File: config.mk
export PLATFORM = sky130hd
export DESIGN_NAME = forward_ns_rr_router
export DESIGN_NICKNAME = d
export VERILOG_FILES = /design/src/rtl/router_pkg.sv /design/src/rtl/rr_arbiter.sv /design/src/rtl/sync_buffer.sv /design/src/rtl/forward_ns_rr_router.sv
export SDC_FILE = /design/constraint.sdc
export NUM_CORES = 1
export LEC_CHECK = 0
export CAP_MARGIN = 20
export CORE_ASPECT_RATIO = 0.8
export CORE_MARGIN = 1.5
export CORE_UTILIZATION = 40
export CTS_CLUSTER_SIZE = 25
export DETAILED_ROUTE_END_ITERATION = 10
export SLEW_MARGIN = 20
export SYNTH_ARGS = -nofsm -noshare
export SYNTH_HDL_FRONTEND = slang
export SYNTH_SLANG_ARGS = --single-unit
File: constraint.sdc
create_clock -name clk -period 2.73 [get_ports clk]
set_clock_uncertainty 0.05 [all_clocks]
set_input_delay 0.546 -clock clk [delete_from_list [all_inputs] [get_ports clk]]
set_output_delay 0.546 -clock clk [all_outputs]
set_load 0.02 [all_outputs]
File: src/rtl/router_pkg.sv
// Shared constants and helpers for the north/south forwarding routers.
package router_pkg;

    // Working width of the generic helper functions below.
    localparam int unsigned FN_W = 64;

    // Width of the signed DY field.
    function automatic int unsigned dy_width(input int unsigned msb, input int unsigned lsb);
        return msb - lsb + 1;
    endfunction

    // Step applied to a non-zero DY: north moves toward zero by -1, south by +1.
    function automatic int dy_add(input int unsigned north);
        return (north != 0) ? -1 : 1;
    endfunction

    // Remove bits [msb:lsb] and close the gap.
    function automatic logic [FN_W-1:0] strip_dy(input logic [FN_W-1:0] pkt,
                                                 input int unsigned msb,
                                                 input int unsigned lsb);
        logic [FN_W-1:0] lo_mask;
        lo_mask = (FN_W'(1) << lsb) - FN_W'(1);
        return (pkt & lo_mask) | ((pkt >> (msb + 1)) << lsb);
    endfunction

    // Increment that sticks at the all-ones value of a w-bit counter.
    function automatic logic [FN_W-1:0] sat_inc(input logic [FN_W-1:0] cnt, input int unsigned w);
        logic [FN_W-1:0] max_val;
        max_val = (w >= FN_W) ? '1 : ((FN_W'(1) << w) - FN_W'(1));
        return (cnt == max_val) ? cnt : cnt + FN_W'(1);
    endfunction

    // Modulo-n successor of an index.
    function automatic int unsigned wrap_inc(input int unsigned i, input int unsigned n);
        return (i + 1 >= n) ? 0 : i + 1;
    endfunction

endpackage

File: src/rtl/rr_arbiter.sv
// Round-robin arbiter: first requester at or after ptr wins, with wrap.
module rr_arbiter
    import router_pkg::*;
#(
    parameter int unsigned N = 3
) (
    input  logic [N-1:0]          req,
    input  logic                  en,
    input  logic [$clog2(N)-1:0]  ptr,
    output logic [N-1:0]          gnt,
    output logic [$clog2(N)-1:0]  ptr_next
);
    localparam int unsigned PW = $clog2(N);

    // Search upward from ptr; the pointer moves past the winner.
    always_comb begin
        int unsigned c;
        logic        found;
        gnt      = '0;
        ptr_next = ptr;
        found    = 1'b0;
        c        = 0;
        for (int unsigned k = 0; k < N; k++) begin
            c = (32'(ptr) + k) % N;
            if (en && !found && req[c]) begin
                gnt[c]   = 1'b1;
                ptr_next = PW'(wrap_inc(c, N));
                found    = 1'b1;
            end
        end
    end

endmodule

File: src/rtl/sync_buffer.sv
// Synchronous first-word-fall-through buffer with occupancy output.
module sync_buffer #(
    parameter int unsigned WIDTH = 8,
    parameter int unsigned DEPTH = 4
) (
    input  logic                     clk,
    input  logic                     reset,
    input  logic                     wen,
    input  logic [WIDTH-1:0]         wdata,
    input  logic                     ren,
    output logic [WIDTH-1:0]         rdata,
    output logic                     empty,
    output logic [$clog2(DEPTH):0]   occupancy
);
    localparam int unsigned AW = $clog2(DEPTH);
    localparam int unsigned OW = AW + 1;

    logic [WIDTH-1:0] mem [DEPTH];
    logic [AW-1:0]    wr_ptr;
    logic [AW-1:0]    rd_ptr;
    logic [OW-1:0]    count;
    logic             do_push;
    logic             do_pop;

    // Pop only when data exists; push only when room exists after any pop.
    always_comb begin
        do_pop  = ren && (count != '0);
        do_push = wen && ((count != OW'(DEPTH)) || do_pop);
    end

    // Pointer and occupancy bookkeeping.
    always_ff @(posedge clk or posedge reset) begin
        if (reset) begin
            wr_ptr <= '0;
            rd_ptr <= '0;
            count  <= '0;
        end else begin
            if (do_push) wr_ptr <= wr_ptr + AW'(1);
            if (do_pop)  rd_ptr <= rd_ptr + AW'(1);
            count <= count + OW'(do_push) - OW'(do_pop);
        end
    end

    // Storage array; contents are discarded logically by the count reset.
    always_ff @(posedge clk) begin
        if (do_push) mem[wr_ptr] <= wdata;
    end

    assign empty     = (count == '0);
    assign rdata     = empty ? '0 : mem[rd_ptr];
    assign occupancy = count;

endmodule

File: src/rtl/forward_ns_rr_router.sv
// North/south forwarding stage: round-robin input select, DY decode, two output buffers.
module forward_ns_rr_router
    import router_pkg::*;
#(
    parameter int unsigned PACKET_WIDTH = 21,
    parameter int unsigned DY_MSB       = 20,
    parameter int unsigned DY_LSB       = 12,
    parameter int unsigned BUFFER_DEPTH = 4,
    parameter int unsigned NUM_IN       = 3,
    parameter int unsigned NORTH        = 1,
    parameter int unsigned CNT_WIDTH    = 16
) (
    input  logic                                            clk,
    input  logic                                            reset,
    input  logic [NUM_IN*PACKET_WIDTH-1:0]                  din,
    input  logic [NUM_IN-1:0]                               empty,
    output logic [NUM_IN-1:0]                               ren_out,
    input  logic                                            ren_in_routing,
    input  logic                                            ren_in_local,
    output logic [PACKET_WIDTH-1:0]                         dout_routing,
    output logic [PACKET_WIDTH-dy_width(DY_MSB,DY_LSB)-1:0] dout_local,
    output logic                                            routing_buffer_empty,
    output logic                                            local_buffer_empty,
    output logic [CNT_WIDTH-1:0]                            fwd_count,
    output logic [CNT_WIDTH-1:0]                            local_count,
    input  logic                                            clr_counts
);
    localparam int unsigned DYW = dy_width(DY_MSB, DY_LSB);
    localparam int unsigned LW  = PACKET_WIDTH - DYW;
    localparam int unsigned PW  = $clog2(NUM_IN);
    localparam int unsigned OW  = $clog2(BUFFER_DEPTH) + 1;
    localparam int unsigned SW  = OW + 1;
    localparam logic [DYW-1:0] ADD = DYW'(dy_add(NORTH));

    logic [PW-1:0]           rr_ptr;
    logic [PW-1:0]           ptr_next;
    logic [NUM_IN-1:0]       gnt;
    logic                    stall;
    logic                    grant_en;
    logic [PACKET_WIDTH-1:0] sel_data;
    logic                    stage_valid;
    logic [PACKET_WIDTH-1:0] stage_data;
    logic [DYW-1:0]          dy;
    logic                    pend_r;
    logic                    pend_l;
    logic [PACKET_WIDTH-1:0] routed_data;
    logic [LW-1:0]           local_data;
    logic [OW-1:0]           occ_r;
    logic [OW-1:0]           occ_l;

    // Hold off grants while either buffer could overflow once the staged packet lands.
    always_comb begin
        stall = (SW'(occ_r) + SW'(pend_r) >= SW'(BUFFER_DEPTH)) ||
                (SW'(occ_l) + SW'(pend_l) >= SW'(BUFFER_DEPTH));
        grant_en = !stall && !reset;
    end

    rr_arbiter #(
        .N(NUM_IN)
    ) u_arb (
        .req      (~empty),
        .en       (grant_en),
        .ptr      (rr_ptr),
        .gnt      (gnt),
        .ptr_next (ptr_next)
    );

    assign ren_out = gnt;

    // One-hot select of the winning head word.
    always_comb begin
        sel_data = '0;
        for (int unsigned i = 0; i < NUM_IN; i++) begin
            if (gnt[i]) sel_data = sel_data | din[i*PACKET_WIDTH +: PACKET_WIDTH];
        end
    end

    // Stage register and round-robin pointer.
    always_ff @(posedge clk or posedge reset) begin
        if (reset) begin
            stage_valid <= 1'b0;
            stage_data  <= '0;
            rr_ptr      <= '0;
        end else begin
            stage_valid <= |gnt;
            if (|gnt) stage_data <= sel_data;
            rr_ptr <= ptr_next;
        end
    end

    // Decode the staged packet: DY == 0 goes local stripped, otherwise step DY and forward.
    always_comb begin
        dy          = stage_data[DY_MSB:DY_LSB];
        pend_l      = stage_valid && (dy == '0);
        pend_r      = stage_valid && (dy != '0);
        routed_data = stage_data;
        routed_data[DY_MSB:DY_LSB] = dy + ADD;
        local_data  = LW'(strip_dy(FN_W'(stage_data), DY_MSB, DY_LSB));
    end

    // Saturating traffic counters; clear wins over increment.
    always_ff @(posedge clk or posedge reset) begin
        if (reset) begin
            fwd_count   <= '0;
            local_count <= '0;
        end else if (clr_counts) begin
            fwd_count   <= '0;
            local_count <= '0;
        end else begin
            if (pend_r) fwd_count   <= CNT_WIDTH'(sat_inc(FN_W'(fwd_count), CNT_WIDTH));
            if (pend_l) local_count <= CNT_WIDTH'(sat_inc(FN_W'(local_count), CNT_WIDTH));
        end
    end

    sync_buffer #(
        .WIDTH (PACKET_WIDTH),
        .DEPTH (BUFFER_DEPTH)
    ) u_routing_buf (
        .clk       (clk),
        .reset     (reset),
        .wen       (pend_r),
        .wdata     (routed_data),
        .ren       (ren_in_routing),
        .rdata     (dout_routing),
        .empty     (routing_buffer_empty),
        .occupancy (occ_r)
    );

    sync_buffer #(
        .WIDTH (LW),
        .DEPTH (BUFFER_DEPTH)
    ) u_local_buf (
        .clk       (clk),
        .reset     (reset),
        .wen       (pend_l),
        .wdata     (local_data),
        .ren       (ren_in_local),
        .rdata     (dout_local),
        .empty     (local_buffer_empty),
        .occupancy (occ_l)
    );

endmodule

Word level (Yosys, flattened, before mapping). Memories as Yosys holds them, arrays and structs flattened. Index checks and enable logic that the tools add are counted.

Output and inout port bits: 70. Memories kept: 2. RAM bits: 132. Flip-flop bits (word level): 70.

Memory list: u_routing_buf.mem (words 4, bits a word 21, read ports 1, clocked after memory_dff 0, write ports 1, line sync_buffer.sv:18) `logic [WIDTH-1:0] mem [DEPTH];`; u_local_buf.mem (words 4, bits a word 12, read ports 1, clocked after memory_dff 0, write ports 1, line sync_buffer.sv:18).

Mux-type cells: 38. Divide/modulo/power cells: 3. Reductions and logical operators: 34. Add/sub/neg operators: 18. $lt $le $gt $ge: 11. Bitwise gates (word level): 5. Equality and inequality tests: 6.

Operators with widths (count): adder 32 x 1 -> 32 bit (second input constant) (3); >= comparator 32 x 1 -> 1 bit (second input constant) (3); >= comparator 32 x 2 -> 1 bit (second input constant) (3); less-than comparator 32 x 3 -> 1 bit (second input constant) (3); two-way mux 16 bit (6); two-way mux 21 bit (4); modulo 32 x 2 -> 32 bit (second input constant) (2); OR 21 bit (2); adder 16 x 1 -> 16 bit (second input constant) (2); == test 16 bit (second input constant) (2); modulo 2 x 2 -> 32 bit (second input constant) (1); logical AND 1 bit (15); two-way mux 1 bit (12); two-way mux 12 bit (1); two-way mux 2 bit (6); adder 9 bit (second input constant) (1); logical NOT 9 bit (1); two-way mux 3 bit (3); nonzero test 3 bit (3); nonzero test 9 bit (1); adder 2 x 1 -> 2 bit (second input constant) (4); adder 3 x 1 -> 4 bit (2); >= comparator 4 x 3 -> 1 bit (second input constant) (2); adder 3 x 1 -> 3 bit (2); 15 further kinds (31).

Depth between registers and ports, before layout. Gate-level depths: netlist of the first run.

Depth in word-level cells: 22. Depth in mapped cells: 10.

Cells and area by module. From an unflattened synthesis of the first run, not the netlist that was laid out.

Cell total of the unflattened synthesis: 668. Area, all modules: 9349.0 µm².

By module, submodules not included: sync_buffer (u_routing_buf) (sequential area each 2697.6 µm², cells an instance 170, area an instance 3590.9 µm², times used 1); forward_ns_rr_router (sequential area each 1401.3 µm², cells an instance 346, area an instance 3174.3 µm², times used 1); sync_buffer (u_local_buf) (sequential area each 1616.6 µm², cells an instance 113, area an instance 2267.2 µm², times used 1); rr_arbiter (sequential area each 0.0 µm², cells an instance 39, area an instance 316.6 µm², times used 1).

Worst setup path before layout of the first run. No wires, ideal clock.

Path kind: register to output. From: reg stage_data[12]. To: out ren_out[2]. Required time: 2.134 ns. Stages on the path, launching flop included: 9. Arrival time: 2.284 ns. Path slack: -0.150 ns. Cells stage by stage: dfrtp_1 > inv_1 > ha_1 > nor4b_4 > a2111oi_2 > a311oi_1 > a2111oi_4 > buf_2 > nor2b_1.

Cells in the longest elaborated chain, start to end: 17.

Ends and longest elaborated chain: from (decl) (line forward_ns_rr_router.sv:42) `logic [PACKET_WIDTH-1:0] stage_data;`; from (signal assigned) (line forward_ns_rr_router.sv:86) `if (|gnt) stage_data <= sel_data;`; nonzero test 9 bit or logical NOT 9 bit (tied branches) (line forward_ns_rr_router.sv:95, forward_ns_rr_router.sv:94); logical AND 1 bit, on equally long branches (line forward_ns_rr_router.sv:95, forward_ns_rr_router.sv:94); adder 3 x 1 -> 4 bit, on equally long branches (line forward_ns_rr_router.sv:53, forward_ns_rr_router.sv:54); >= comparator 4 x 3 -> 1 bit, on equally long branches (line forward_ns_rr_router.sv:53, forward_ns_rr_router.sv:54); logical OR 1 bit (*) (line forward_ns_rr_router.sv:53) `stall = (SW'(occ_r) + SW'(pend_r) >= SW'(BUFFER_DEPTH)) ||`; logical NOT 1 bit (*) (line forward_ns_rr_router.sv:55) `grant_en = !stall && !reset;`; logical AND 1 bit (*) (line forward_ns_rr_router.sv:55); logical AND 1 bit (line rr_arbiter.sv:25) `if (en && !found && req[c]) begin`; two-way mux 1 bit (line rr_arbiter.sv:25); logical NOT 1 bit (line rr_arbiter.sv:25); logical AND 1 bit (2 in series) (line rr_arbiter.sv:25); two-way mux 1 bit (line rr_arbiter.sv:25); logical NOT 1 bit (line rr_arbiter.sv:25); logical AND 1 bit (2 in series) (line rr_arbiter.sv:25); two-way mux 3 bit (*) (line rr_arbiter.sv:25); to (decl) (line forward_ns_rr_router.sv:17) `output logic [NUM_IN-1:0] ren_out,`.

Every way passes the cells marked *; elsewhere a longest branch is shown, timed or not.

Worst setup path in the final report of the first run.
From: reg stage_data[13]. To: out ren_out[0].

Same word-level chain as after synthesis.

==> results of run 1 <==
path summary, 6_finish.rpt:
| check | startpoint | to | slack, ns | cells after the start |
|---|---|---|---|---|
| setup / recovery | stage_data[13] | ren_out[0] | -0.34 | 10 |
| hold / removal | reset | u_routing_buf.occupancy[0] | 0.45 | 2 |
| setup reg to reg | stage_data[13] | stage_data[15] | -0.20 | 11 |
| hold reg to reg | local_count[12] | local_count[12] | 0.52 | 2 |
| max in group asynchronous | reset | fwd_count[10] | 1.53 | 3 |
| min in group clk | local_count[12] | local_count[12] | 0.52 | 2 |
power by group through the flow:
stage	clock [W]	sequential [W]	combinational [W]
floorplan	0	0.00411	0.00316
global placement	0	0.00418	0.00524
detailed placement	0	0.00421	0.00537
CTS	0.00301	0.00415	0.00539
global route	0.00314	0.00419	0.00578
finish	0.00295	0.00415	0.00532
per-stage QoR:
stage	TNS [ns]	hold slack, ns	setup WS (ns)	power (W)
6_report	-4.38	0.446	-0.343	0.0124
3_3_place_gp	-7.92	0.499	-0.627	0.00942
3_5_place_dp	-9.36	0.508	-0.788	0.00958
2_1_floorplan	0	0.480	0.00297	0.00726
4_1_cts	-3.73	0.450	-0.339	0.0126
5_1_grt	-8.33	0.479	-0.459	0.0131
layout make-up:
class                           instances  area (sq um)  share of cell area
Clock buffer                           27           569              0.0451
Sequential cell                       202          5720               0.453
Timing Repair Buffer                  228          2100               0.166
Inverter                               25          93.8             0.00743
Multi-Input combinational cell        427          3610               0.286
Tap cell                              312           390              0.0309
Clock inverter                         13           146              0.0116
flip-flops by register name (all words and copies together) (netlist names):
signal                   flops
fwd_count                   16
u_local_buf.mem             48
u_routing_buf.wr_ptr         2
rr_ptr                       2
u_local_buf.occupancy        3
stage_data                  21
u_local_buf.wr_ptr           2
u_local_buf.rd_ptr           2
u_routing_buf.rd_ptr         2
u_routing_buf.mem           84
u_routing_buf.occupancy      3
stage_valid                  1
local_count                 16
logic make-up after synthesis:
kind of cell             count (synthesis)  share of synthesized area
AO/OA/AOI/OAI                           45                     0.0377
buffers and inverters                   59                     0.0263
adder cells (fa/ha/maj)                 24                     0.0335
flip-flops                             202                      0.607
XOR/XNOR                                39                     0.0363
AND/OR/NAND/NOR                        260                      0.153
multiplexers                            59                      0.107
repair_timing:
item	4_1_cts	5_1_grt
endpoints found under the setup margin	60	101
buffers inserted	16	4
resized for setup	95	31
pin swaps	4	2
placed cells by master (no fill, tap or decap), types with 6 or more instances in the layout:
master           count
a21oi_1              9
and2_1               8
and3_1               6
buf_12              10
buf_4               75
buf_6                7
clkbuf_16           22
clkbuf_2            14
clkdlybuf4s50_1    102
dfrtp_1             69
dlygate4sd2_1       16
edfxtp_1           132
ha_1                18
inv_1               21
mux2i_1             24
mux4_2              33
nand2_1             17
nand3_1             78
nand4_1             28
nor2_1              34
nor2b_1             56
o21ai_0              8
xnor2_1             13
xor2_1              26
worst max-delay path: stages, from the launching register on:
cell       delay, ns
dfrtp_1         0.38
inv_1           0.11
ha_4            0.14
nor4b_4         0.25
buf_4           0.20
buf_4           0.12
a311oi_4        0.10
a2111oi_4       0.19
buf_4           0.21
and2_4          0.16
buf_6           0.11
metal layers:
layer	part of all wire	wire [um]
met1	0.47	10600
met2	0.46	10500
met3	0.058	1310
met4	0.014	311
met5	0	0
==> impl_table.tex, run 1 <==
\begin{tabular}{lr}
\hline
Metric & Value \\
\hline
\multicolumn{2}{l}{\textbf{Clock tree}} \\
Clock tree root buffer cell & clkbuf\_16 \\
Clock net sink count & slightly above 200 \\
Htree depth & 1 \\
Clock slew at reported path FFs & $\sim$0.06 ns \\
Total clock buffers created by CTS & 22 \\
Maximum clock path buffer count & 3 \\
Clock network latency to the later pin of the worst-skew pair & 0.50 ns \\
Hold-fix buffer count after cts & 0 \\
CTS tree & yes \\
\multicolumn{2}{l}{\textbf{Synth}} \\
Mapped Cells & between 600 and 700 \\
Cell area after synthesis & about 9400 sq um \\
Number of flip-flops and latches in the synthesized netlist & approximately 200 \\
Count of flip-flops with a built-in enable after synthesis & about 130 \\
Sequential cell area fraction in the yosys report & 0.607 \\
Share of the synthesized area in the top cell type & 0.421 \\
Post-synthesis cell type with the largest combined area & edfxtp\_1 \\
Syn avg cell area & around 14 sq um \\
Yosys warns & 0 \\
Top cell types by occurrence after synthesis & edfxtp\_1 (132), nand3\_1 (79), dfrtp\_1 (70), nor2b\_1 (59), nor2\_1 (35) \\
Count of cell types in the netlist & 55 \\
Synthesized net count & about 780 \\
Fraction of registers with async set/reset & 0.347 \\
Most numerous cell in the Yosys netlist & edfxtp\_1 \\
Synth Flop Type & edfxtp\_1 \\
Synth top area cells & edfxtp\_1 (42\%), dfrtp\_1 (19\%), mux4\_2 (7.9\%), nand3\_1 (4.2\%), nor2b\_1 (3.9\%) \\
\multicolumn{2}{l}{\textbf{Final layout}} \\
Number of filler instances in the final layout & between 1500 and 2000 \\
Count of inserted antenna diode cells & 0 \\
Post-layout instance count excluding filler cells & 1234 \\
Share of layout cells above drive strength 1 & 0.225 \\
Area added between synthesis and finish & 34.0\% \\
Final \#Nets & between 1000 and 1500 \\
Share of the core filled with cells in the final layout & 0.543 \\
Post-route cell area & between 10000 and 15000 sq um \\
\multicolumn{2}{l}{\textbf{STA}} \\
Setup WS post-layout & -0.343 ns \\
Number of slew-limit violations in the final report & 0 \\
Achievable frequency & between 300 and 400 MHz \\
Unrepaired setup endpoints after global routing & yes \\
Final number of hold-violating endpoints & 0 \\
Final min period & 3.07 ns \\
Final worst path period share & 1.13 \\
Slew headroom & 0.492 \\
Worst slew pin tran & 0.762 ns \\
Count of endpoints failing setup in the final report & 24 \\
\multicolumn{2}{l}{\textbf{Floorplan}} \\
Vertical die dimension & 140 um \\
Initial standard-cell utilization of the core & 0.405 \\
Core Box Area & 23300 sq um \\
Die Footprint & 24500 sq um \\
Row cnt & 50 \\
I/O pin count & 141 \\
DIE WIDTH & 175 um \\
\multicolumn{2}{l}{\textbf{Route}} \\
Via total after detailed routing & around 6400 \\
Post-Route WL & 22700 um \\
Routed wire length per instance & around 18 um \\
ANT nets after route & 0 \\
1st-pass router iterations & 4 \\
DRC violation total after the first TritonRoute iteration & a little under 400 \\
Drc violations & 0 \\
Detailed-route vias per instance & approximately 5.2 \\
\multicolumn{2}{l}{\textbf{GRT}} \\
GRT Util Overall & 0.189 \\
Global-route layer with the greatest usage & met2 \\
Antenna violations before repair & 2 \\
Wire length of the first global-routing pass & $\sim$37000 um \\
Largest net degree at the start of global routing & between 60 and 70 \\
Global routing usage on met2 & 0.302 \\
Global routing usage on met1 & 0.265 \\
Via count of the first global-routing pass & between 6000 and 7000 \\
Routing usage on met3 & 0.0442 \\
Remaining Overflow, GRT & 0 \\
\multicolumn{2}{l}{\textbf{Placement}} \\
Cell Count Post-Placement & 1175 \\
Post-detailed-placement half-perimeter wirelength & between 15000 and 20000 um \\
Area of placed instances & 11700 sq um \\
Weighted congestion at the end of routability-driven global placement & between 0.8 and 0.9 \\
Count of buffers from port buffering & between 100 and 150 \\
\multicolumn{2}{l}{\textbf{Run status}} \\
Violations in the final reports & setup timing \\
Result of the run & complete, but fails checks \\
\multicolumn{2}{l}{\textbf{Power}} \\
Switching power of the nets & around 0.0044 W \\
Clock group share of total power & 0.238 \\
Switching Fraction & 0.354 \\
Total power density per cell area & 983 nW/um\^{}2 \\
Largest vdd supply drop & about 0.97 mV \\
Logic pwr share & 0.428 \\
Internal power consumption & between 0.008 and 0.009 W \\
Sequential power share & 0.334 \\
Leakage power of the design & between 4 and 5 nW \\
\multicolumn{2}{l}{\textbf{Job}} \\
Number of max-cap violations & 0 \\
\multicolumn{2}{l}{\textbf{Worst setup path}} \\
Crit path max fanout & 5 \\
Endpoint arrival time on the critical path & approximately 2.5 ns \\
Critical path required time & between 2 and 2.5 ns \\
CP Launch Type & flop \\
Critical path type & reg -> out \\
Crit. End Element & primary output \\
\multicolumn{2}{l}{\textbf{Min path}} \\
Class of the tightest hold or removal check & in -> async \\
\hline
\end{tabular}
No activity file was read; power rests on OpenSTA's default activity.
==> inputs of run 2 (changes only) <==
PLACE_DENSITY = 0.65   (was not set)
==> run 2 against run 1 <==
Compared with the run above: the run still ends with setup timing left; fmax increased by 1.2%; largest power group unchanged; die area is the same; non-clock buffer count is 2 lower; highest routed layer is now met5; clock power down 6%.
==> impl_table.tex, run 2 (synthesis gave the netlist of run 1 again) <==
\begin{tabular}{lr}
\hline
Metric & Value \\
\hline
\multicolumn{2}{l}{\textbf{Placement}} \\
Worst-case setup slack after placement & -0.605 ns \\
Cell Count Post-Placement & 1182 \\
Count of buffers from port buffering & 140 \\
Area of placed instances & 11800 sq um \\
Weighted congestion at the end of routability-driven global placement & roughly 0.82 \\
Post-detailed-placement half-perimeter wirelength & 14800 um \\
\multicolumn{2}{l}{\textbf{Route}} \\
Detailed-route vias per instance & $\sim$5.2 \\
ANT nets after route & 0 \\
Routed wire length per instance & approximately 18 um \\
Via total after detailed routing & 6347 \\
Post-Route WL & $\sim$22000 um \\
DRC violation total after the first TritonRoute iteration & between 300 and 400 \\
1st-pass router iterations & 5 \\
Drc violations & 0 \\
\multicolumn{2}{l}{\textbf{STA}} \\
Achievable frequency & roughly 330 MHz \\
Setup WS post-layout & -0.308 ns \\
Final number of hold-violating endpoints & 0 \\
Number of slew-limit violations in the final report & 0 \\
Worst slew pin tran & $\sim$0.54 ns \\
Count of endpoints failing setup in the final report & 3 \\
Worst hold slack & between 0.5 and 0.6 ns \\
Final worst path period share & 1.11 \\
Slew headroom & 0.641 \\
Unrepaired setup endpoints after global routing & yes \\
Final min period & between 3 and 4 ns \\
\multicolumn{2}{l}{\textbf{Clock tree}} \\
Clock tree root buffer cell & clkbuf\_16 \\
Total clock buffers created by CTS & 21 \\
Htree depth & 1 \\
Clock slew at reported path FFs & roughly 0.060 ns \\
Maximum clock path buffer count & 3 \\
Clock net sink count & 202 \\
Clock network latency to the later pin of the worst-skew pair & roughly 0.50 ns \\
CTS tree & yes \\
\multicolumn{2}{l}{\textbf{Worst setup path}} \\
Critical path type & reg -> out \\
Biggest cell delay along the critical path & between 0.3 and 0.4 ns \\
Sum of buffers and inverters on the critical path & 4 \\
Cells traversed along the worst timing path & inv\_2, ha\_4, nor4b\_4, buf\_4, a2111oi\_4, a311oi\_2, a2111oi\_4, buf\_4, and2\_4, buf\_6 \\
Top delay family on crit path & compound AO/OA/AOI/OAI gates \\
Slowest cell on the critical path & dfrtp\_1 \\
Crit path max fanout & 4 \\
Crit. End Element & primary output \\
Critical path required time & between 2 and 2.5 ns \\
Endpoint arrival time on the critical path & roughly 2.4 ns \\
CP Launch Type & flop \\
\multicolumn{2}{l}{\textbf{GRT}} \\
Largest net degree at the start of global routing & 37 \\
Via count of the first global-routing pass & about 6400 \\
Remaining Overflow, GRT & 0 \\
Antenna violations before repair & 1 \\
Wire length of the first global-routing pass & $\sim$34000 um \\
GRT Util Overall & 0.177 \\
\multicolumn{2}{l}{\textbf{Final layout}} \\
Biggest registers after layout & u\_routing\_buf.mem x84, u\_local\_buf.mem x48, stage\_data x21 \\
Count of inserted antenna diode cells & 0 \\
Number of filler instances in the final layout & around 2000 \\
Register with the most flip-flops & u\_routing\_buf.mem \\
Area added between synthesis and finish & 33.5\% \\
Post-route cell area & 12600 sq um \\
Final \#Nets & around 1000 \\
Post-layout instance count excluding filler cells & approximately 1200 \\
Flip-flop count of the largest register after layout & 84 \\
Share of layout cells above drive strength 1 & 0.214 \\
Share of the core filled with cells in the final layout & 0.540 \\
Most common library cell in the layout ignoring fill and taps & edfxtp\_1 \\
Leading cell types in the layout, fill and taps excluded & edfxtp\_1 (132), clkdlybuf4s50\_1 (102), nand3\_1 (79) \\
\multicolumn{2}{l}{\textbf{Floorplan}} \\
DIE WIDTH & 175 um \\
Vertical die dimension & between 100 and 150 um \\
I/O pin count & between 100 and 150 \\
Die Footprint & $\sim$24000 sq um \\
Core Box Area & 23300 sq um \\
Row cnt & 50 \\
Initial standard-cell utilization of the core & 0.405 \\
\multicolumn{2}{l}{\textbf{Power}} \\
Internal power consumption & approximately 0.0080 W \\
Largest vdd supply drop & around 0.35 mV \\
Total power density per cell area & between 900 and 1000 nW/um\^{}2 \\
Switching Fraction & 0.357 \\
Switching power of the nets & 0.00442 W \\
Clock group share of total power & 0.224 \\
Logic pwr share & 0.438 \\
Leakage power of the design & 4.63 nW \\
Sequential power share & 0.338 \\
\multicolumn{2}{l}{\textbf{Run status}} \\
Result of the run & complete, but fails checks \\
Violations in the final reports & setup timing \\
\multicolumn{2}{l}{\textbf{Min path}} \\
Class of the tightest hold or removal check & reg -> reg \\
\multicolumn{2}{l}{\textbf{Job}} \\
Number of max-cap violations & 0 \\
\hline
\end{tabular}
run 2: worst reg2reg max path, cell delays in order (launching register included):
cell	delay, ns
dfrtp_1	0.35
inv_2	0.06
ha_4	0.15
nor4b_4	0.12
buf_4	0.16
buf_4	0.14
a21oi_1	0.30
o41a_1	0.38
ha_1	0.20
inv_1	0.05
fa_1	0.37
xor2_1	0.17
run 2: metrics by stage:
| stage | TNS (ns) | total power [W] |
|---|---|---|
| 3_3_place_gp | -8.98 | 0.00953 |
| 2_1_floorplan | 0 | 0.00726 |
| 6_report | -0.810 | 0.0124 |
| 4_1_cts | -0.898 | 0.0123 |
| 3_5_place_dp | -9.95 | 0.00962 |
| 5_1_grt | -1.42 | 0.0131 |
run 2: what timing repair did:
action                                  CTS  global route
hold buffers                              0             0
endpoints found under the setup margin   54            38
buffers inserted                          5             4
gates resized for setup                  79            25
pin swaps                                 3             0
gates cloned                              0             4
run 2: path summary, 6_finish.rpt:
check / startpoint / endpoint / slack, ns / cells after the start
max in group asynchronous: reset / u_local_buf.rd_ptr[1] / 1.67 / 3
min in group asynchronous: reset / local_count[0] / 0.58 / 3
hold reg to reg: local_count[12] / local_count[12] / 0.53 / 2
hold / removal: local_count[12] / local_count[12] / 0.53 / 2
setup / recovery: stage_data[13] / ren_out[0] / -0.31 / 10
setup reg to reg: stage_data[13] / u_routing_buf.occupancy[2] / 0.12 / 11
run 2: power groups by stage:
stage / clock [W] / sequential, W / combinational [W]
finish: 0.00277 / 0.00419 / 0.00543
floorplan: 0 / 0.00411 / 0.00316
detailed placement: 0 / 0.00423 / 0.00540
global route: 0.00295 / 0.00423 / 0.00589
global placement: 0 / 0.00421 / 0.00532
CTS: 0.00283 / 0.00417 / 0.00526
run 2: cell type report:
| cell class | instances | area, sq um | share of cell area |
|---|---|---|---|
| flip-flops and latches | 202 | 5720 | 0.455 |
| clock inverters | 11 | 85.1 | 0.00677 |
| multi-input cells | 427 | 3570 | 0.284 |
| repair buffers | 226 | 2120 | 0.169 |
| clock buffers | 27 | 588 | 0.0468 |
| well taps | 312 | 390 | 0.0311 |
| inverters | 25 | 93.8 | 0.00746 |
run 2: per-layer routing:
layer,part of all wire,global-route usage
met3,0.072,0.0434
met4,0.020,0.0477
met1,0.46,0.254
met5,0.00086,0
met2,0.45,0.271
==> inputs of run 3 (changes only) <==
clock period = 2.5 ns   (was 2.73 ns; I/O delays follow)
==> run 3 against run 2 <==
Compared with the run above: the run still ends with setup timing left; utilization rose by 4.1 points; sequential power rose by 8.8%; total power rose by 23%.
==> impl_table.tex, run 3 (synthesis gave the netlist of run 1 again) <==
\begin{tabular}{lr}
\hline
Metric & Value \\
\hline
\multicolumn{2}{l}{\textbf{Run status}} \\
Violations in the final reports & setup timing \\
Result of the run & complete, but fails checks \\
\multicolumn{2}{l}{\textbf{Route}} \\
Routed wire length per instance & roughly 18 um \\
DRC violation total after the first TritonRoute iteration & between 300 and 400 \\
Post-Route WL & 23400 um \\
1st-pass router iterations & 5 \\
Via total after detailed routing & between 6000 and 7000 \\
Drc violations & 0 \\
Detailed-route vias per instance & 5.14 \\
ANT nets after route & 0 \\
\multicolumn{2}{l}{\textbf{Floorplan}} \\
Initial standard-cell utilization of the core & 0.405 \\
Vertical die dimension & roughly 140 um \\
Row cnt & 50 \\
I/O pin count & $\sim$140 \\
Core Box Area & roughly 23000 sq um \\
DIE WIDTH & around 170 um \\
Die Footprint & around 24000 sq um \\
\multicolumn{2}{l}{\textbf{Worst setup path}} \\
Worst flop-to-flop path startpoint & stage\_data[12] \\
Critical path depth in cells & 10 \\
Capturing instance or port of the critical path & ren\_out[2] \\
Cells traversed along the worst timing path & inv\_2, ha\_4, nor4b\_4, buf\_4, a2111oi\_4, a311oi\_2, a2111oi\_4, buf\_6, nor2b\_4, buf\_6 \\
Path depth of the worst reg2reg path & 17 \\
Top delay family on crit path & compound AO/OA/AOI/OAI gates \\
Slowest cell on the critical path & dfrtp\_1 \\
Crit. End Element & primary output \\
Crit path max fanout & 6 \\
Crit path launch & stage\_data[12] \\
Critical path type & reg -> out \\
Reg-to-reg critical path endpoint & stage\_data[9] \\
Endpoint arrival time on the critical path & around 2.5 ns \\
Register-to-register setup slack & -0.41 ns \\
CP Launch Type & flop \\
Sum of buffers and inverters on the critical path & 4 \\
Biggest cell delay along the critical path & approximately 0.39 ns \\
Critical path required time & a little under 2 ns \\
\multicolumn{2}{l}{\textbf{STA}} \\
Slew headroom & 0.647 \\
Count of endpoints failing setup in the final report & 45 \\
Final worst path period share & 1.22 \\
Setup WS post-layout & -0.543 ns \\
Achievable frequency & between 300 and 400 MHz \\
Final min period & about 3.0 ns \\
Worst slew pin tran & 0.528 ns \\
Number of slew-limit violations in the final report & 0 \\
Unrepaired setup endpoints after global routing & yes \\
Final number of hold-violating endpoints & 0 \\
\multicolumn{2}{l}{\textbf{Clock tree}} \\
Hold-fix buffer count after cts & 0 \\
CTS tree & yes \\
Clock tree root buffer cell & clkbuf\_16 \\
Total clock buffers created by CTS & 21 \\
Clock slew at reported path FFs & 0.06 ns \\
Htree depth & 1 \\
Clock network latency to the later pin of the worst-skew pair & 0.51 ns \\
Clock net sink count & around 200 \\
Maximum clock path buffer count & 3 \\
\multicolumn{2}{l}{\textbf{GRT}} \\
Wire length of the first global-routing pass & 35500 um \\
Antenna violations before repair & 0 \\
Remaining Overflow, GRT & 0 \\
Via count of the first global-routing pass & about 6400 \\
GRT Util Overall & 0.186 \\
Largest net degree at the start of global routing & 37 \\
\multicolumn{2}{l}{\textbf{Placement}} \\
Count of buffers from port buffering & 140 \\
Weighted congestion at the end of routability-driven global placement & 0.818 \\
Area of placed instances & approximately 12000 sq um \\
Post-detailed-placement half-perimeter wirelength & 14900 um \\
\multicolumn{2}{l}{\textbf{Final layout}} \\
Leading cell types in the layout, fill and taps excluded & edfxtp\_1 (132), clkdlybuf4s50\_1 (102), buf\_4 (83) \\
Area added between synthesis and finish & 43.7\% \\
Most common library cell in the layout ignoring fill and taps & edfxtp\_1 \\
Count of inserted antenna diode cells & 0 \\
Post-route cell area & 13500 sq um \\
Final \#Nets & roughly 1000 \\
Share of layout cells above drive strength 1 & 0.319 \\
Register with the most flip-flops & u\_routing\_buf.mem \\
Flip-flop count of the largest register after layout & 84 \\
Biggest registers after layout & u\_routing\_buf.mem x84, u\_local\_buf.mem x48, stage\_data x21 \\
\multicolumn{2}{l}{\textbf{Power}} \\
Power, Total & roughly 0.015 W \\
Leakage power of the design & 5.08 nW \\
Clock group share of total power & 0.197 \\
Switching power of the nets & around 0.0054 W \\
Internal power consumption & around 0.0098 W \\
Largest vdd supply drop & between 1 and 1.5 mV \\
Sequential power share & 0.300 \\
Logic pwr share & 0.502 \\
Switching Fraction & 0.353 \\
Total power density per cell area & approximately 1100 nW/um\^{}2 \\
\multicolumn{2}{l}{\textbf{Job}} \\
Number of max-cap violations & 0 \\
\multicolumn{2}{l}{\textbf{Min path}} \\
Class of the tightest hold or removal check & reg -> reg \\
\hline
\end{tabular}
run 3: cell count changes in the layout (fill, tap and decap cells not counted), moves of 11 or more:
cell,delta
buf_6,+40
dlygate4sd2_1,-24
nor2b_4,+22
nor2b_1,-21
buf_12,+14
buf_4,+11
nand3_1,-11
nand3_2,+11
run 3: layer usage:
layer | wire, um | track usage | up-vias
met3 | 1340 | 0.0323 | 31
met5 | 0 | 0 | -
met2 | 11300 | 0.303 | 154
li1 | - | - | 3089
met4 | 431 | 0.0450 | 0
met1 | 10300 | 0.261 | 3272
run 3: worst min-delay path by stage:
stage | startpoint | end | slack [ns] | cells after the start
finish | local_count[12] | local_count[12] | 0.51 | 2
global route | din[14] | stage_data[14] | 0.53 | 3
CTS | din[14] | stage_data[14] | 0.50 | 3
detailed placement | local_count[12] | local_count[12] | 0.50 | 2
global placement | local_count[6] | local_count[6] | 0.49 | 2
floorplan | stage_data[12] | stage_data[12] | 0.50 | 2
run 3: worst reg2reg max path: cells and delay by family, from the launching register on:
family,cells,cell delay [ns]
and+or+nand+nor,2,0.24
muxes,1,0.21
AOI/OAI and AO/OA,3,0.66
adders and majority gates,1,0.15
DFF,1,0.39
buffers and inverters,10,1.09
run 3: power by group through the flow:
| stage | clock network (W) | logic [W] | registers, W |
|---|---|---|---|
| 2_1_floorplan | 0 | 0.00348 | 0.00448 |
| 3_3_place_gp | 0 | 0.00595 | 0.00458 |
| 3_5_place_dp | 0 | 0.00604 | 0.00460 |
| 4_1_cts | 0.00306 | 0.00642 | 0.00455 |
| 5_1_grt | 0.00318 | 0.00818 | 0.00462 |
| 6_report | 0.00300 | 0.00763 | 0.00456 |
run 3: timing repair:
action                                  4_1_cts  5_1_grt
endpoints found under the setup margin       61      156
gates resized for setup                     189      140
pin swaps                                     3       20
cloned                                        3        2
buffers inserted                             20       37
run 3: through the flow:
step           instances  hold slack (ns)  TNS, ns  setup WS, ns  utilization
2_1_floorplan        688            0.500   -0.109       -0.0665            -
3_3_place_gp        1184            0.491   -13.88        -0.693        0.511
3_5_place_dp        1184            0.501   -15.13        -0.743        0.511
4_1_cts             1245            0.499    -5.87        -0.627        0.549
5_1_grt             1273            0.526   -11.25        -0.666        0.582
6_report            1273            0.509    -6.56        -0.543        0.582
run 3: area by class of cell:
type	instances	area [sq um]
Tap cell	312	390
Clock buffer	22	539
Fill cell	1892	9740
Timing Repair Buffer	269	2770
Inverter	25	93.8
Multi-Input combinational cell	427	3900
Clock inverter	16	123
Sequential cell	202	5720
